==> src/rtl/dec_2x4.sv <==
// 2-to-4 one-hot decoder with registered outputs.
// The select code is {a,b}. An optional input register stage adds one cycle
// of latency. When OUT_ACTIVE_LOW is set, y is inverted; valid is not.
// There is no combinational path from any input to y or valid.
module dec_2x4 #(
    parameter bit OUT_ACTIVE_LOW = 1'b0,
    parameter bit IN_REG         = 1'b0
) (
    input  logic       SYSCLK,
    input  logic       SYSRESET,
    input  logic       a,
    input  logic       b,
    input  logic       en,
    output logic [3:0] y,
    output logic       valid
);

    // Value y takes while idle or in reset (nothing selected).
    localparam logic [3:0] Y_IDLE = OUT_ACTIVE_LOW ? 4'hF : 4'h0;

    // Inputs as seen by the decode stage (raw or registered).
    logic       a_s;
    logic       b_s;
    logic       en_s;
    logic [1:0] sel;
    logic [3:0] dec_next;
    logic [3:0] y_reg;
    logic       valid_reg;

    generate
        if (IN_REG) begin : g_in_reg
            logic a_reg;
            logic b_reg;
            logic en_reg;

            // Input stage: captures a, b, en; reset clears it so the first
            // decode after reset is a disabled one.
            always_ff @(posedge SYSCLK) begin
                if (SYSRESET) begin
                    a_reg  <= 1'b0;
                    b_reg  <= 1'b0;
                    en_reg <= 1'b0;
                end else begin
                    a_reg  <= a;
                    b_reg  <= b;
                    en_reg <= en;
                end
            end

            assign a_s  = a_reg;
            assign b_s  = b_reg;
            assign en_s = en_reg;
        end else begin : g_in_direct
            assign a_s  = a;
            assign b_s  = b;
            assign en_s = en;
        end
    endgenerate

    assign sel = {a_s, b_s};

    // One comparator per output bit. Each bit matches a distinct code, so at
    // most one bit of dec_next can be set.
    genvar gi;
    generate
        for (gi = 0; gi < 4; gi++) begin : g_dec
            assign dec_next[gi] = en_s & (sel == 2'(gi));
        end
    endgenerate

    // Output stage: registered decode with optional inversion; reset wins.
    always_ff @(posedge SYSCLK) begin
        if (SYSRESET) begin
            y_reg     <= Y_IDLE;
            valid_reg <= 1'b0;
        end else begin
            y_reg     <= OUT_ACTIVE_LOW ? ~dec_next : dec_next;
            valid_reg <= en_s;
        end
    end

    assign y     = y_reg;
    assign valid = valid_reg;

endmodule

==> config.mk <==
export PLATFORM = sky130hd
export DESIGN_NAME = dec_2x4
export DESIGN_NICKNAME = d
export VERILOG_FILES = /design/src/rtl/dec_2x4.sv
export SDC_FILE = /design/constraint.sdc
export NUM_CORES = 1
export LEC_CHECK = 0
export ABC_AREA = 1
export BUFFER_PORTS_ARGS = -buffer_cell sky130_fd_sc_hd__buf_2
export CAP_MARGIN = 30
export CORE_AREA = 2 2 39 41
export CTS_BUF_LIST = sky130_fd_sc_hd__clkbuf_2 sky130_fd_sc_hd__clkbuf_4 sky130_fd_sc_hd__clkbuf_8
export DETAILED_ROUTE_END_ITERATION = 10
export DIE_AREA = 0 0 41 43
export GPL_TIMING_DRIVEN = 0
export SLEW_MARGIN = 10
export SYNTH_ARGS = -nofsm -noshare
export SYNTH_HDL_FRONTEND = slang
export SYNTH_SLANG_ARGS = --single-unit
==> constraint.sdc <==
create_clock -name SYSCLK -period 0.8 [get_ports SYSCLK]
set_clock_uncertainty 0.05 [all_clocks]
set_input_delay 0.08 -clock SYSCLK [delete_from_list [all_inputs] [get_ports SYSCLK]]
set_output_delay 0.08 -clock SYSCLK [all_outputs]
set_load 0.01 [all_outputs]
== Yosys cells after proc, flatten, opt, wreduce, memory -nomap -nowiden ==
Index checks and enable logic that the tools add are counted.

* Flip-flop bits (word level): 5
* Bits in latches: 0
* RAM bits: 0
* ROM bits: 0
* Bits of input ports: 5
* Memories kept: 0

* $add $sub $neg: 0
* Multiply operators: 0
* Div/mod/pow operators: 0
* $lt $le $gt $ge: 0
* Eq/ne operators: 3
* Shift operators: 0
* Multiplexer cells: 0
* Bitwise gates (word level): 4
* Reduce and logical (&&, ||, !) cells: 1

{| class="wikitable"
|+ Operators with widths
! operator !! number
|-
| $and 1x1->1 || 4
|-
| $eq 2x2->1 const B || 2
|-
| $eq 2x1->1 const B || 1
|-
| $logic_not 2->1 || 1
|}

== Longest topological paths before layout ==
* Depth in word-level cells: 2
* Depth in mapped cells: 3
* Gate-level depth less buffers: 3

== Least setup slack after synthesis ==
No wires, ideal clock.

* Path type: flip-flop to output port
* Start point: register valid_reg, in the netlist valid
* End point: output port valid
* Arrival: 0.331 ns
* Path slack: 0.339 ns
* Stages on the path, launching flop included: 1
* Buffers on the path: 0
* Cells stage by stage: dfxtp_1

{| class="wikitable"
|+ RTL lines
! what !! line !! RTL
|-
| from (decl) || 28 || <nowiki>logic valid_reg;</nowiki>
|-
| from (signal assigned) || 78 || <nowiki>valid_reg <= en_s;</nowiki>
|-
| to (decl) || 15 || <nowiki>output logic valid</nowiki>
|}

No word-level cell between the ends.

== Final worst setup path ==
* Start point: register y_reg[3], in the netlist y[3]
* End point: output port y[3]

{| class="wikitable"
|+ RTL lines
! what !! line !! RTL
|-
| from (decl) || 27 || <nowiki>logic [3:0] y_reg;</nowiki>
|-
| from (signal assigned) || 77 || <nowiki>y_reg <= OUT_ACTIVE_LOW ? ~dec_next : dec_next;</nowiki>
|-
| to (decl) || 14 || <nowiki>output logic [3:0] y,</nowiki>
|}

No word-level cell between the ends.

==> flow_summary.yaml <==
finish:
  fin_area_um2: 246
  fin_util_pct: 17.8
  largest_reg_flops: 4
  drive_above_1_share_pct: 48.4
  fillerInstances: 156
  n_antenna_cell: 0
  nets: 37
  stdcell_count: 47
  area_growth_pct: 62.8
die:
  die_h_um: 43
  dieArea_um2: 1760
  fp.coreArea_um2: 1380
  io_pins: 10
  rows: 14
  fp.dieW_um: 41
  initial_utilization_pct: 10.9
route:
  ant_nets: 0
  wl_per_cell_um: 6.02
  dr.pass1.iters: 2
  routed_wl_um: 283
  first_iter_violations: 2
  num_vias: 138
  route.detailed.drc: 0
  avgViaCountPerCell: 2.94
pwr:
  total_leakage_power_nw: 0.141
  peakVddDrop_v: 0.000272
  p_per_area_nw_per_um2: 2510
grt:
  grt_pass1_wl_um: 441
  grt-ovfl-total: 0
  grt_usage_pct: 4.71
  grt_max_degree: 6
  antenna_found_initial: 0
  grt_pass1_vias: 146
synth:
  synth.top_cell.area_share_pct: 66.1
  ys_ff_latch: 5
  yosys_warnings: 0
  syn-num-nets: 23
  syn-instance-count: 18
  synth_largest_area_cell: "dfxtp_1"
  synth_seq_area_share_pct: 66.1
  synth_cell_types: 6
  syn_area_um2: 151
  synthTopCellsByArea: "dfxtp_1 66%, nand2_1 9.9%, nor2_1 9.9%, inv_1 7.4%, nand2_2 4.1%"
  syn_area_per_cell_um2: 8.41
clocking:
  clock_path_buffers: 2
  clk_pin_slew_worst_paths_ns: 0.04
  htreeDepth: 1
  cts_inserted_buffers: 3
  cts_tree: "yes"
  cts-root-buf: "clkbuf_4"
  cts_setup_buffers: 0
  clkSinkCount: 5
  cts.repair.resized: 0
setup_path:
  max_stage_delay_ns: 0.30
  cp-start-kind: "flop"
  arrival_ns: 0.65
  cp_max_fo: 1
  crit_required_ns: 0.67
  cp_top_family: "flip-flops"
  endpoint_kind: "primary output"
  path_cells: "buf_2"
  startpoint: "y[3]"
  worst-path-buf-inv: 1
  critPathSlowestCell: "dfxtp_1"
  critPathKind: "flop to primary output"
timing:
  hold_viol: 0
  tightest_slew_ns: 0.0947
  setup_violations: 0
  drv_slew: 0
  timing.final.crit_period_ns: 0.780
  max_freq_mhz: 1280
  rsz0062_at_grt: "true"
  period_share_pct: 97.5
  timing.slew.headroom_pct: 93.7
status:
  status: "finished clean"
hold_path:
  whs_path_depth: 3
  hold_start: "en"
  hold_end: "valid"
  hold_path.class: "input port to flop"
placed_design:
  gp_congestion: 0.550
  place_inst: 43
  place.port_buffers: 9
  dpl_cell_area_um2: 216
job:
  cap_violations: 0
logic make-up after synthesis:
| family | share of synthesized area, % |
|---|---|
| buf+inv | 9.91 |
| flops | 66.1 |
| simple gates | 24.0 |
cells in the final DEF, fill, tap and decap left out:
cell type	netlist	routed
nand2_2	1	1
inv_1	3	3
nand2_1	4	4
buf_2	0	9
inv_2	1	1
clkbuf_4	0	4
dfxtp_1	5	5
nor2_1	4	4
power by group:
group / leakage [nW] / internal, mW / switching, mW
sequential: 0.0409 / 0.258 / 0.00136
combinational: 0.0819 / 0.0181 / 0.0226
clock: 0.0184 / 0.222 / 0.0967
total: 0.141 / 0.498 / 0.121
through the flow:
stage	setup WS [ns]	setup TNS, ns	power [mW]	hold slack, ns
3_3_place_gp	0.271	0	0.305	0.273
6_report	0.0198	0	0.619	0.0307
5_1_grt	-0.0220	-0.0740	0.656	0.0436
4_1_cts	0.00430	0	0.636	0.0242
2_1_floorplan	0.339	0	0.284	0.149
3_5_place_dp	0.266	0	0.306	0.275
timing repair:
item / in CTS / in global routing
hold endpoints to repair: 0 / 0
hold buffers: 0 / 0
endpoints found under the setup margin: 0 / 5
cells in the mapped netlist:
cell / number
nor2_1: 4
nand2_2: 1
inv_2: 1
dfxtp_1: 5
inv_1: 3
nand2_1: 4
metal layers:
layer,vias to the layer above,routed length [um],GRT usage (%)
met1,52,88,2.24
met3,2,51,1.05
met2,9,123,6.25
met4,0,19,12.0
li1,75,-,-
met5,-,0,0
layout make-up:
cell class / count / area (um2) / share of cell area (%)
Timing Repair Buffer: 9 / 45.0 / 18.3
Tap cell: 16 / 20.0 / 8.12
Clock buffer: 4 / 30.0 / 12.2
Inverter: 4 / 15.0 / 6.09
Sequential cell: 5 / 100 / 40.6
Multi-Input combinational cell: 9 / 36.3 / 14.7
worst max path at each step:
stage	cells past startpoint	slack (ns)	to
global placement	1	0.27	y[0]
global route	1	-0.02	y[1]
detailed placement	1	0.27	y[3]
floorplan	0	0.34	valid
finish	1	0.02	y[3]
CTS	1	0.004	y[3]
No activity file was read; power rests on OpenSTA's default activity.
